$ cat src/rtl/gmii_rx_frame_parser_if.sv
// Bundle of the GMII receive inputs and the parsed header, payload and status outputs
// of gmii_rx_frame_parser.
interface gmii_rx_frame_parser_if;
   logic [7:0]  gmii_rx_data_i;
   logic        gmii_rx_dv_i;
   logic        gmii_rx_er_i;
   logic        hdr_valid_o;
   logic [47:0] dst_mac_o;
   logic [47:0] src_mac_o;
   logic [15:0] eth_type_o;
   logic        pld_valid_o;
   logic [7:0]  pld_data_o;
   logic        pld_last_o;
   logic        frame_done_o;
   logic [15:0] frame_len_o;
   logic        frame_err_o;
   logic [3:0]  err_code_o;

   modport slave (
      input  gmii_rx_data_i, gmii_rx_dv_i, gmii_rx_er_i,
      output hdr_valid_o, dst_mac_o, src_mac_o, eth_type_o,
             pld_valid_o, pld_data_o, pld_last_o,
             frame_done_o, frame_len_o, frame_err_o, err_code_o
   );

   modport master (
      output gmii_rx_data_i, gmii_rx_dv_i, gmii_rx_er_i,
      input  hdr_valid_o, dst_mac_o, src_mac_o, eth_type_o,
             pld_valid_o, pld_data_o, pld_last_o,
             frame_done_o, frame_len_o, frame_err_o, err_code_o
   );
endinterface

$ cat src/rtl/gmii_rx_frame_parser.sv
// GMII receive front end: strips preamble/SFD, extracts DA/SA/EtherType, streams the payload
// with the FCS removed and reports per-frame status. Optional CRC-32 check: RX_FCS_CHECK_EN.
module gmii_rx_frame_parser #(
   parameter int MIN_PREAMBLE  = 1,
   parameter int MIN_FRAME_LEN = 64,
   parameter int MAX_FRAME_LEN = 1518
) (
   input  logic                  gmii_rx_clk_i,
   input  logic                  gmii_rx_rst_i,
   gmii_rx_frame_parser_if.slave gmii
);
   localparam logic [3:0]  LP_MIN_PRE = 4'(MIN_PREAMBLE);
   localparam logic [15:0] LP_MIN_LEN = 16'(MIN_FRAME_LEN);
   localparam logic [15:0] LP_MAX_LEN = 16'(MAX_FRAME_LEN);

   typedef enum logic [2:0] {
      ST_WAIT_IDLE,
      ST_IDLE,
      ST_PREAMBLE,
      ST_HEADER,
      ST_PAYLOAD,
      ST_ABORT
   } state_t;

   state_t        r_state, w_state_nx;
   logic [3:0]    r_pre_cnt;
   logic [15:0]   r_len;
   logic [103:0]  r_hdr;
   logic [39:0]   r_dl;
   logic [2:0]    r_dl_cnt;
   logic          r_er, r_giant;
   logic          r_hdr_valid, r_pld_valid, r_pld_last, r_frame_done, r_frame_err;
   logic [7:0]    r_pld_data;
   logic [47:0]   r_dst_mac, r_src_mac;
   logic [15:0]   r_eth_type, r_frame_len;
   logic [3:0]    r_err_code;

   logic          w_pre_load, w_pre_inc, w_sfd, w_cnt, w_hdr_shift, w_hdr_done;
   logic          w_dl_push, w_emit, w_last, w_done;
   logic          w_giant, w_runt, w_fcs_bad;
   logic [15:0]   w_len_nx;
   logic [111:0]  w_hdr_full;
   logic [3:0]    w_err_code;

   assign w_len_nx   = (&r_len) ? r_len : r_len + 16'd1;
   assign w_giant    = (w_len_nx > LP_MAX_LEN);
   assign w_runt     = (r_len < LP_MIN_LEN);
   assign w_hdr_full = {r_hdr, gmii.gmii_rx_data_i};
   assign w_err_code = {w_fcs_bad, r_giant, w_runt, r_er};

   always_ff @(posedge gmii_rx_clk_i or posedge gmii_rx_rst_i) begin
      if (gmii_rx_rst_i) r_state <= ST_WAIT_IDLE;
      else               r_state <= w_state_nx;
   end

   always_comb begin
      w_state_nx  = r_state;
      w_pre_load  = 1'b0;
      w_pre_inc   = 1'b0;
      w_sfd       = 1'b0;
      w_cnt       = 1'b0;
      w_hdr_shift = 1'b0;
      w_hdr_done  = 1'b0;
      w_dl_push   = 1'b0;
      w_emit      = 1'b0;
      w_last      = 1'b0;
      w_done      = 1'b0;
      case (r_state)
         ST_WAIT_IDLE: if (!gmii.gmii_rx_dv_i) w_state_nx = ST_IDLE;
         ST_IDLE: begin
            if (gmii.gmii_rx_dv_i) begin
               if (gmii.gmii_rx_data_i == 8'h55) begin
                  w_state_nx = ST_PREAMBLE;
                  w_pre_load = 1'b1;
               end else begin
                  w_state_nx = ST_WAIT_IDLE;
               end
            end
         end
         ST_PREAMBLE: begin
            if (!gmii.gmii_rx_dv_i) begin
               w_state_nx = ST_IDLE;
            end else if (gmii.gmii_rx_data_i == 8'h55) begin
               w_pre_inc = 1'b1;
            end else if (gmii.gmii_rx_data_i == 8'hD5 && r_pre_cnt >= LP_MIN_PRE) begin
               w_state_nx = ST_HEADER;
               w_sfd      = 1'b1;
            end else begin
               w_state_nx = ST_WAIT_IDLE;
            end
         end
         ST_HEADER: begin
            if (!gmii.gmii_rx_dv_i) begin
               w_state_nx = ST_IDLE;
               w_done     = 1'b1;
            end else begin
               w_cnt = 1'b1;
               if (gmii.gmii_rx_er_i) begin
                  w_state_nx = ST_ABORT;
               end else begin
                  w_hdr_shift = 1'b1;
                  if (r_len == 16'd13) begin
                     w_hdr_done = 1'b1;
                     w_state_nx = ST_PAYLOAD;
                  end
               end
            end
         end
         ST_PAYLOAD: begin
            if (!gmii.gmii_rx_dv_i) begin
               // The END cycle is the registered output of this edge; IDLE is live immediately.
               w_state_nx = ST_IDLE;
               w_done     = 1'b1;
               w_last     = (r_dl_cnt == 3'd5);
            end else begin
               w_cnt = 1'b1;
               if (gmii.gmii_rx_er_i || w_giant) begin
                  w_state_nx = ST_ABORT;
               end else begin
                  w_dl_push = 1'b1;
                  w_emit    = (r_dl_cnt == 3'd5);
               end
            end
         end
         ST_ABORT: begin
            if (!gmii.gmii_rx_dv_i) begin
               w_state_nx = ST_IDLE;
               w_done     = 1'b1;
            end else begin
               w_cnt = 1'b1;
            end
         end
         default: w_state_nx = ST_WAIT_IDLE;
      endcase
   end

   always_ff @(posedge gmii_rx_clk_i or posedge gmii_rx_rst_i) begin
      if (gmii_rx_rst_i) begin
         r_pre_cnt    <= '0;
         r_len        <= '0;
         r_hdr        <= '0;
         r_dl         <= '0;
         r_dl_cnt     <= '0;
         r_er         <= 1'b0;
         r_giant      <= 1'b0;
         r_hdr_valid  <= 1'b0;
         r_pld_valid  <= 1'b0;
         r_pld_last   <= 1'b0;
         r_pld_data   <= '0;
         r_frame_done <= 1'b0;
         r_frame_err  <= 1'b0;
         r_dst_mac    <= '0;
         r_src_mac    <= '0;
         r_eth_type   <= '0;
         r_frame_len  <= '0;
         r_err_code   <= '0;
      end else begin
         r_hdr_valid  <= w_hdr_done;
         r_pld_valid  <= w_emit | w_last;
         r_pld_last   <= w_last;
         r_frame_done <= w_done;
         if (w_emit | w_last) r_pld_data <= r_dl[39:32];
         if (w_pre_load) r_pre_cnt <= 4'd1;
         else if (w_pre_inc && r_pre_cnt != 4'hF) r_pre_cnt <= r_pre_cnt + 4'd1;
         if (w_sfd) begin
            r_len    <= '0;
            r_dl_cnt <= '0;
            r_er     <= 1'b0;
            r_giant  <= 1'b0;
         end else if (w_cnt) begin
            r_len <= w_len_nx;
            if (gmii.gmii_rx_er_i) r_er <= 1'b1;
            if (w_giant) r_giant <= 1'b1;
         end
         if (w_hdr_shift) r_hdr <= w_hdr_full[103:0];
         if (w_hdr_done) begin
            r_dst_mac  <= w_hdr_full[111:64];
            r_src_mac  <= w_hdr_full[63:16];
            r_eth_type <= w_hdr_full[15:0];
         end
         if (w_dl_push) begin
            r_dl <= {r_dl[31:0], gmii.gmii_rx_data_i};
            if (r_dl_cnt != 3'd5) r_dl_cnt <= r_dl_cnt + 3'd1;
         end
         if (w_done) begin
            r_frame_len <= r_len;
            r_err_code  <= w_err_code;
            r_frame_err <= |w_err_code;
         end
      end
   end

`ifdef RX_FCS_CHECK_EN
   logic [31:0] r_crc;
   logic [31:0] w_crc_rev;

   function automatic logic [31:0] f_crc_byte(input logic [31:0] c, input logic [7:0] d);
      logic [31:0] v;
      v = c ^ {24'h0, d};
      for (int unsigned i = 0; i < 8; i++)
         v = v[0] ? ((v >> 1) ^ 32'hEDB88320) : (v >> 1);
      return v;
   endfunction

   always_ff @(posedge gmii_rx_clk_i or posedge gmii_rx_rst_i) begin
      if (gmii_rx_rst_i)  r_crc <= '1;
      else if (w_sfd)     r_crc <= '1;
      else if (w_cnt)     r_crc <= f_crc_byte(r_crc, gmii.gmii_rx_data_i);
   end

   // Register is LSB-first; the residue constant is in MSB-first order.
   assign w_crc_rev = {<<{r_crc}};
   assign w_fcs_bad = (w_crc_rev != 32'hC704DD7B);
`else
   assign w_fcs_bad = 1'b0;
`endif

   assign gmii.hdr_valid_o  = r_hdr_valid;
   assign gmii.dst_mac_o    = r_dst_mac;
   assign gmii.src_mac_o    = r_src_mac;
   assign gmii.eth_type_o   = r_eth_type;
   assign gmii.pld_valid_o  = r_pld_valid;
   assign gmii.pld_data_o   = r_pld_data;
   assign gmii.pld_last_o   = r_pld_last;
   assign gmii.frame_done_o = r_frame_done;
   assign gmii.frame_len_o  = r_frame_len;
   assign gmii.frame_err_o  = r_frame_err;
   assign gmii.err_code_o   = r_err_code;
endmodule

$ cat src/flat_wrapper.sv
// flat-port wrapper written by rule: the top's interface ports become plain ports
module gmii_rx_frame_parser_flat 
#(
   parameter int MIN_PREAMBLE  = 1,
   parameter int MIN_FRAME_LEN = 64,
   parameter int MAX_FRAME_LEN = 1518
)
  (gmii_rx_clk_i, gmii_rx_rst_i, gmii_gmii_rx_data_i, gmii_gmii_rx_dv_i, gmii_gmii_rx_er_i, gmii_hdr_valid_o, gmii_dst_mac_o, gmii_src_mac_o, gmii_eth_type_o, gmii_pld_valid_o, gmii_pld_data_o, gmii_pld_last_o, gmii_frame_done_o, gmii_frame_len_o, gmii_frame_err_o, gmii_err_code_o);
  gmii_rx_frame_parser_if gmii_i ();
  input  logic gmii_rx_clk_i;
  input  logic gmii_rx_rst_i;
  input wire logic [$bits(gmii_i.gmii_rx_data_i)-1:0] gmii_gmii_rx_data_i;
  input wire logic [$bits(gmii_i.gmii_rx_dv_i)-1:0] gmii_gmii_rx_dv_i;
  input wire logic [$bits(gmii_i.gmii_rx_er_i)-1:0] gmii_gmii_rx_er_i;
  output wire logic [$bits(gmii_i.hdr_valid_o)-1:0] gmii_hdr_valid_o;
  output wire logic [$bits(gmii_i.dst_mac_o)-1:0] gmii_dst_mac_o;
  output wire logic [$bits(gmii_i.src_mac_o)-1:0] gmii_src_mac_o;
  output wire logic [$bits(gmii_i.eth_type_o)-1:0] gmii_eth_type_o;
  output wire logic [$bits(gmii_i.pld_valid_o)-1:0] gmii_pld_valid_o;
  output wire logic [$bits(gmii_i.pld_data_o)-1:0] gmii_pld_data_o;
  output wire logic [$bits(gmii_i.pld_last_o)-1:0] gmii_pld_last_o;
  output wire logic [$bits(gmii_i.frame_done_o)-1:0] gmii_frame_done_o;
  output wire logic [$bits(gmii_i.frame_len_o)-1:0] gmii_frame_len_o;
  output wire logic [$bits(gmii_i.frame_err_o)-1:0] gmii_frame_err_o;
  output wire logic [$bits(gmii_i.err_code_o)-1:0] gmii_err_code_o;
  assign gmii_i.gmii_rx_data_i = gmii_gmii_rx_data_i;
  assign gmii_i.gmii_rx_dv_i = gmii_gmii_rx_dv_i;
  assign gmii_i.gmii_rx_er_i = gmii_gmii_rx_er_i;
  assign gmii_hdr_valid_o = gmii_i.hdr_valid_o;
  assign gmii_dst_mac_o = gmii_i.dst_mac_o;
  assign gmii_src_mac_o = gmii_i.src_mac_o;
  assign gmii_eth_type_o = gmii_i.eth_type_o;
  assign gmii_pld_valid_o = gmii_i.pld_valid_o;
  assign gmii_pld_data_o = gmii_i.pld_data_o;
  assign gmii_pld_last_o = gmii_i.pld_last_o;
  assign gmii_frame_done_o = gmii_i.frame_done_o;
  assign gmii_frame_len_o = gmii_i.frame_len_o;
  assign gmii_frame_err_o = gmii_i.frame_err_o;
  assign gmii_err_code_o = gmii_i.err_code_o;
  gmii_rx_frame_parser #(.MIN_PREAMBLE(MIN_PREAMBLE), .MIN_FRAME_LEN(MIN_FRAME_LEN), .MAX_FRAME_LEN(MAX_FRAME_LEN)) u_core (.gmii_rx_clk_i(gmii_rx_clk_i), .gmii_rx_rst_i(gmii_rx_rst_i), .gmii(gmii_i));
endmodule
$ cat config.mk
export PLATFORM = sky130hd
export DESIGN_NAME = gmii_rx_frame_parser_flat
export DESIGN_NICKNAME = d
export VERILOG_FILES = /design/src/rtl/gmii_rx_frame_parser_if.sv /design/src/rtl/gmii_rx_frame_parser.sv /design/src/flat_wrapper.sv
export SDC_FILE = /design/constraint.sdc
export NUM_CORES = 1
export LEC_CHECK = 0
export ABC_AREA = 1
export ABC_CLOCK_PERIOD_IN_PS = 22600
export CAP_MARGIN = 20
export CELL_PAD_IN_SITES_DETAIL_PLACEMENT = 2
export CELL_PAD_IN_SITES_GLOBAL_PLACEMENT = 2
export CORE_ASPECT_RATIO = 1.75
export CORE_MARGIN = 3
export CORE_UTILIZATION = 37
export DETAILED_ROUTE_END_ITERATION = 8
export PLACE_DENSITY = 0.86
export SLEW_MARGIN = 0
export SYNTH_ARGS = -nofsm -noshare
export SYNTH_HDL_FRONTEND = slang
export SYNTH_SLANG_ARGS = --single-unit
$ cat constraint.sdc
create_clock -name gmii_rx_clk_i -period 22.6 [get_ports gmii_rx_clk_i]
set_clock_uncertainty 0.1 [all_clocks]
set_input_delay 5.65 -clock gmii_rx_clk_i [delete_from_list [all_inputs] [get_ports gmii_rx_clk_i]]
set_output_delay 5.65 -clock gmii_rx_clk_i [all_outputs]
set_load 0.05 [all_outputs]
# Word-level counts from Yosys, hierarchy flattened
# Cells that the tools add are included.
[word_totals]
ff_bits = 316
input_bits = 12
output_inout_bits = 145
elab_cells = 110
[classes]
add_sub_neg = 3
order_cmp = 3
eq_ne = 16
muxes = 53
bitwise = 1
reduce_logical = 15
[op_table]
columns = ["cell", "count"]
rows = [
  ["16-bit two-way mux", 3],
  ["3-bit two-way mux", 12],
  ["1-bit two-way mux", 33],
  ["16-bit by 1-bit adder with 16-bit output, second input constant", 1],
  ["16-bit by 4-bit equality test with 1-bit output, second input constant", 1],
  ["16-bit by 11-bit greater-than comparator with 1-bit output, second input constant", 1],
  ["16-bit by 7-bit < comparator with 1-bit output, second input constant", 1],
  ["16-bit AND reduction", 1],
  ["3-bit one-hot mux with 5 select lines", 1],
  ["3-bit equality test, second input constant", 3],
  ["8-bit by 7-bit equality test with 1-bit output, second input constant", 1],
  ["8-bit equality test, second input constant", 1],
  ["4-bit two-way mux", 2],
  ["2-bit nonzero test", 4],
  ["3-bit by 2-bit equality test with 1-bit output, second input constant", 2],
  ["3-bit inequality test, second input constant", 2],
  ["3-bit OR reduction", 2],
  ["5-bit AND reduction", 1],
  ["4-bit by 1-bit adder with 4-bit output, second input constant", 1],
  ["4-bit by 1-bit >= comparator with 1-bit output, second input constant", 1],
  ["2-bit two-way mux", 2],
  ["2-bit inequality test, second input constant", 2],
  ["4-bit by 3-bit inequality test with 1-bit output, second input constant", 1],
  ["4-bit inequality test, second input constant", 1],
  ["other kinds (9)", 11],
]

# Logic depth before layout (Yosys ltp)
[logic_depth]
ltp_word = 9
ltp_mapped = 19
mapped_depth_nobuf = 18

# Worst setup path after synthesis
# Ideal clock, no wire load.
[synth_path]
path_type = "input -> register"
from = "input gmii_gmii_rx_dv_i"
to = "register u_core.r_hdr[10]"
setup_ns = 0.083
arrival_ns = 6.999
required_time_ns = 22.417
slack_ns = 15.418
path_stages = 9
path_buffers = 3
cell_sequence = "inv_1 > nor2_1 > inv_1 > nor2_1 > clkbuf_1 > buf_1 > clkbuf_1 > nand2_1 > o21ai_0"
[synth_between]
elab_chain_len = 2
[synth_rtl]
columns = ["element", "line", "rtl"]
rows = [
  ["start: declaration", "flat_wrapper.sv:13", "input wire logic [$bits(gmii_i.gmii_rx_dv_i)-1:0] gmii_gmii_rx_dv_i;"],
  ["1-bit two-way mux", "gmii_rx_frame_parser.sv:93", "if (!gmii.gmii_rx_dv_i) begin"],
  ["1-bit two-way mux", "gmii_rx_frame_parser.sv:68", "case (r_state)"],
  ["end signal: assignment", "gmii_rx_frame_parser.sv:175", "if (w_hdr_shift) r_hdr <= w_hdr_full[103:0];"],
  ["end: declaration", "gmii_rx_frame_parser.sv:28", "logic [103:0] r_hdr;"],
]
# Every way passes these cells.
# A chain may end at the register's enable or synchronous reset.

# Final worst setup path
[layout_path]
from = "input gmii_gmii_rx_dv_i"
to = "register u_core.r_dst_mac[27] (netlist: u_core.gmii.dst_mac_o[27])"
[layout_between]
elab_chain_len = 2
[layout_rtl]
columns = ["element", "line", "rtl"]
rows = [
  ["1-bit two-way mux", "gmii_rx_frame_parser.sv:93", ""],
  ["1-bit two-way mux", "gmii_rx_frame_parser.sv:68", ""],
  ["via u_core.w_hdr_done", "gmii_rx_frame_parser.sv:38", "logic w_pre_load, w_pre_inc, w_sfd, w_cnt, w_hdr_shift, w_hdr_done;"],
  ["end signal: assignment", "gmii_rx_frame_parser.sv:177", "r_dst_mac <= w_hdr_full[111:64];"],
  ["end: declaration", "gmii_rx_frame_parser.sv:34", "logic [47:0] r_dst_mac, r_src_mac;"],
]
# The timed path passes the listed nets, and every way through them passes these cells.

==> impl_results.md <==
- Outcome: complete, no violations
- DR pass1 iterations: 4
- Final Non-Filler Cells: approximately 2,000
- Post-synthesis register bit count: 316
- Final number of max-transition violations: 0
- Mapped Cells: between 1,000 and 1,500
- Leak: 7.72 nW
- Clk slew on worst S/H paths: around 70 ps
- Worst Path Max Fanout: between 100 and 150
- Final hold vios: 0
- Hold Path Class: reg -> reg
- Number of global-route vias before repair: approximately 11,000
- Worst Setup End Kind: register
- Setup tns final: 0 ps
- Sw Ratio: roughly a third
- Grt ovf: 0
- Cts hold-fix bufs: 0
- Logic gate share of total power: 23.7%
- Reg2reg path depth: 18
- Area leader, netlist: dfrtp_1
- Final #Nets: 1,528
- Final setup margin: between 10,000 and 15,000 ps
- Share of power burned in registers: around two fifths
- Internal power: between 1 and 1.5 mW
- Flop2flop setup slack: 19,020 ps
- Ys Warns: 0
- Power per cell area: ~100 mW/mm2
- Setup violations, final: 0
- Top cell type's share of synthesized area: 62.4%
- H-Tree Depth: 1
- Worst Hold Launch: u_core.r_dl[32]
- Post-CTS Setup Repair Bufs: 0
- Clk root buf: clkbuf_16
- RSZ-0062 raised after global routing: false
- Syn Area/Cell: roughly 9.2 um2
- Detailed-route via count: just under 10,000
- Worst VDD drop: approximately 0.054 mV
- Post-layout util: a little under half
- Largest net degree at the start of global routing: 170
- # port buffers: between 150 and 200
- Worst slew pin tran: around 1100 ps
- Hold Path Sink: u_core.gmii.pld_data_o[0]
- Worst Path Required: around 23,000 ps
- Reg2Reg Launch Point: u_core.r_len[0]
- Die H: between 200 and 300 um
- Initial antenna violation count: 0
- Max_cap viols: 0
- Seq/Total Area, Yosys: between 60 and 70%
- Hold depth: 2
- Worst Path Arrival: roughly 9000 ps
- Worst slew margin: 27.5%
- Syn Nets: 1,397
- Met1 global-route usage: 23.2%
- Reg2reg end: u_core.r_state[0]
- Row cnt: a little under 90
- Area of the mapped netlist: roughly 0.013 mm2
- DIE WIDTH: about 150 um
- Fill cells: roughly 3,600
- Residual DRC: 0
- TritonCTS clock tree: done
- Worst-skew pair later-pin latency: 570 ps
- Antenna fix cells: 0
- All-layer global routing usage: 21.2%
- Post-route ant nets: 0
- Detailed placement HPWL: approximately 25,000 um
- Main area contributors after synthesis: dfrtp_1 (62%), nand2_1 (10%), o21ai_0 (10%), inv_1 (5.7%), nor2_1 (1.7%)
- Initial Utilization: a little under two fifths
- GPL Wtd Cong: between 0.8 and 0.9
- Setup CP Type: in -> reg
- Placed cell count: roughly 1,900
- FMAX: between 100 and 150 MHz
- Routed len/inst: around 19 um
- Period Utilization, post-route: 39.2%
- DIE AREA: ~0.037 mm2
- First-pass GRT wire length: approximately 63,000 um
- Vias/cell: between 4 and 5
- TritonCTS buffer count: 31
- CTS Sinks: 316
- GR Util met3: about 3.0%
- Clk buf depth: 3
- Share of cells above drive strength 1: ~6.4%
- # resized after CTS: 0
- Grt met2 use: roughly 41%
- Minimum clock period: 8870 ps
- Critical path startpoint category: primary input
- 1st-iter DRT viols: 372
- Ports: ~160
- Psw: 521 uW
- Clock power frac: between 30% and 40%
- Synth-to-Final Area Change: 23.8%
- Detailed Route WL: 38,500 um
- DP Worst Slack: ~13,000 ps
- Core box area: between 0.03 and 0.04 mm2
- Gr busiest metal: met2
- Distinct cells, synth: 38
==> cell families after synthesis <==
logic type	synth area share, %
xor gates and xnor gates	0.277
DFF	62.4
buffers and inverters	8.00
AOI/OAI and AO/OA	13.3
adders and majority gates	0.692
other	0.0296
and+or+nand+nor	15.3
==> power groups by stage <==
stage | combinational (mW) | sequential (mW) | clock (mW)
2_1_floorplan | 0.189 | 0.692 | 0
3_3_place_gp | 0.349 | 0.637 | 0
3_5_place_dp | 0.366 | 0.639 | 0
4_1_cts | 0.371 | 0.630 | 0.568
5_1_grt | 0.405 | 0.634 | 0.590
6_report | 0.367 | 0.630 | 0.550
==> worst max path at each step <==
stage / startpoint / end / slack (ps)
3_3_place_gp: gmii_gmii_rx_dv_i / u_core.gmii.dst_mac_o[42] / 13540
4_1_cts: gmii_gmii_rx_dv_i / u_core.gmii.src_mac_o[40] / 13750
3_5_place_dp: gmii_gmii_rx_dv_i / u_core.gmii.dst_mac_o[19] / 13240
2_1_floorplan: gmii_rx_rst_i / u_core.gmii.dst_mac_o[0] / 8110
6_report: gmii_gmii_rx_dv_i / u_core.gmii.dst_mac_o[27] / 13730
5_1_grt: gmii_gmii_rx_dv_i / u_core.gmii.src_mac_o[46] / 13420
==> cells in the final DEF, fill, tap and decap left out, types with 2 or more instances in the layout <==
master / instances
dfrtp_1: 316
a21oi_2: 16
clkbuf_8: 3
nor4_1: 2
inv_1: 190
buf_4: 4
o21ai_1: 13
nand2_1: 349
nor2_4: 2
ha_1: 7
clkinv_2: 9
nand3_1: 36
nor3_1: 8
o21ai_0: 258
clkbuf_16: 31
bufinv_16: 5
clkdlybuf4s50_1: 155
a21oi_1: 9
nand4_1: 6
inv_6: 2
nor2_1: 55
o22ai_1: 16
clkinvlp_4: 3
nand2_2: 8
nor2_2: 4
clkbuf_1: 3
xor2_1: 3
==> registers in the layout (all words and copies together) (netlist names), 3 cells and up <==
signal                   cells
u_core.r_pre_cnt             4
u_core.r_state               3
u_core.gmii.dst_mac_o       48
u_core.gmii.pld_data_o       8
u_core.r_dl                 40
u_core.gmii.frame_len_o     16
u_core.gmii.err_code_o       3
u_core.r_len                16
u_core.gmii.eth_type_o      16
u_core.r_hdr               104
u_core.r_dl_cnt              3
u_core.gmii.src_mac_o       48
==> synth_stat cells (all sizes together) <==
cell type / n
nand3: 37
o211ai: 1
o22ai: 16
conb: 1
a211oi: 1
ha: 7
o21ai: 271
buf: 12
and3: 1
a21oi: 25
nand4: 6
clkinv: 2
nor3b: 1
nor3: 8
clkbuf: 51
nor2: 62
o32ai: 1
xnor2: 1
dfrtp: 316
xor2: 3
a31oi: 1
nand2: 358
inv: 193
nor4: 2
a2bb2oi: 1
==> per-layer routing <==
layer,up-vias,wire (um)
met5,-,0
met4,0,1380
met2,162,21700
met1,5033,14200
met3,61,1200
li1,4590,-
==> through the flow <==
step	power (mW)	cell area, um2	hold WS (ps)
2_1_floorplan	0.881	12700	342
3_3_place_gp	0.985	14600	353
3_5_place_dp	1.01	14600	360
4_1_cts	1.57	15700	375
5_1_grt	1.63	15700	415
6_report	1.55	15700	373
==> worst max-delay path: stages <==
cell	delay (ps)
clkdlybuf4s50_1	570
inv_1	160
nor2_1	190
inv_1	120
nor2_4	120
buf_4	630
inv_1	100
nor2_1	330
inv_6	290
buf_4	500
nand2_1	220
o21ai_0	120
==> layout make-up <==
type / count / area, um2 / area share, %
Multi-Input combinational cell: 804 / 3750 / 23.9
Timing Repair Buffer: 161 / 1630 / 10.4
Clock buffer: 37 / 828 / 5.28
Inverter: 195 / 747 / 4.76
Sequential cell: 316 / 7910 / 50.4
Clock inverter: 20 / 251 / 1.60
Tap cell: 455 / 569 / 3.63
No activity file was read; power rests on OpenSTA's default activity.
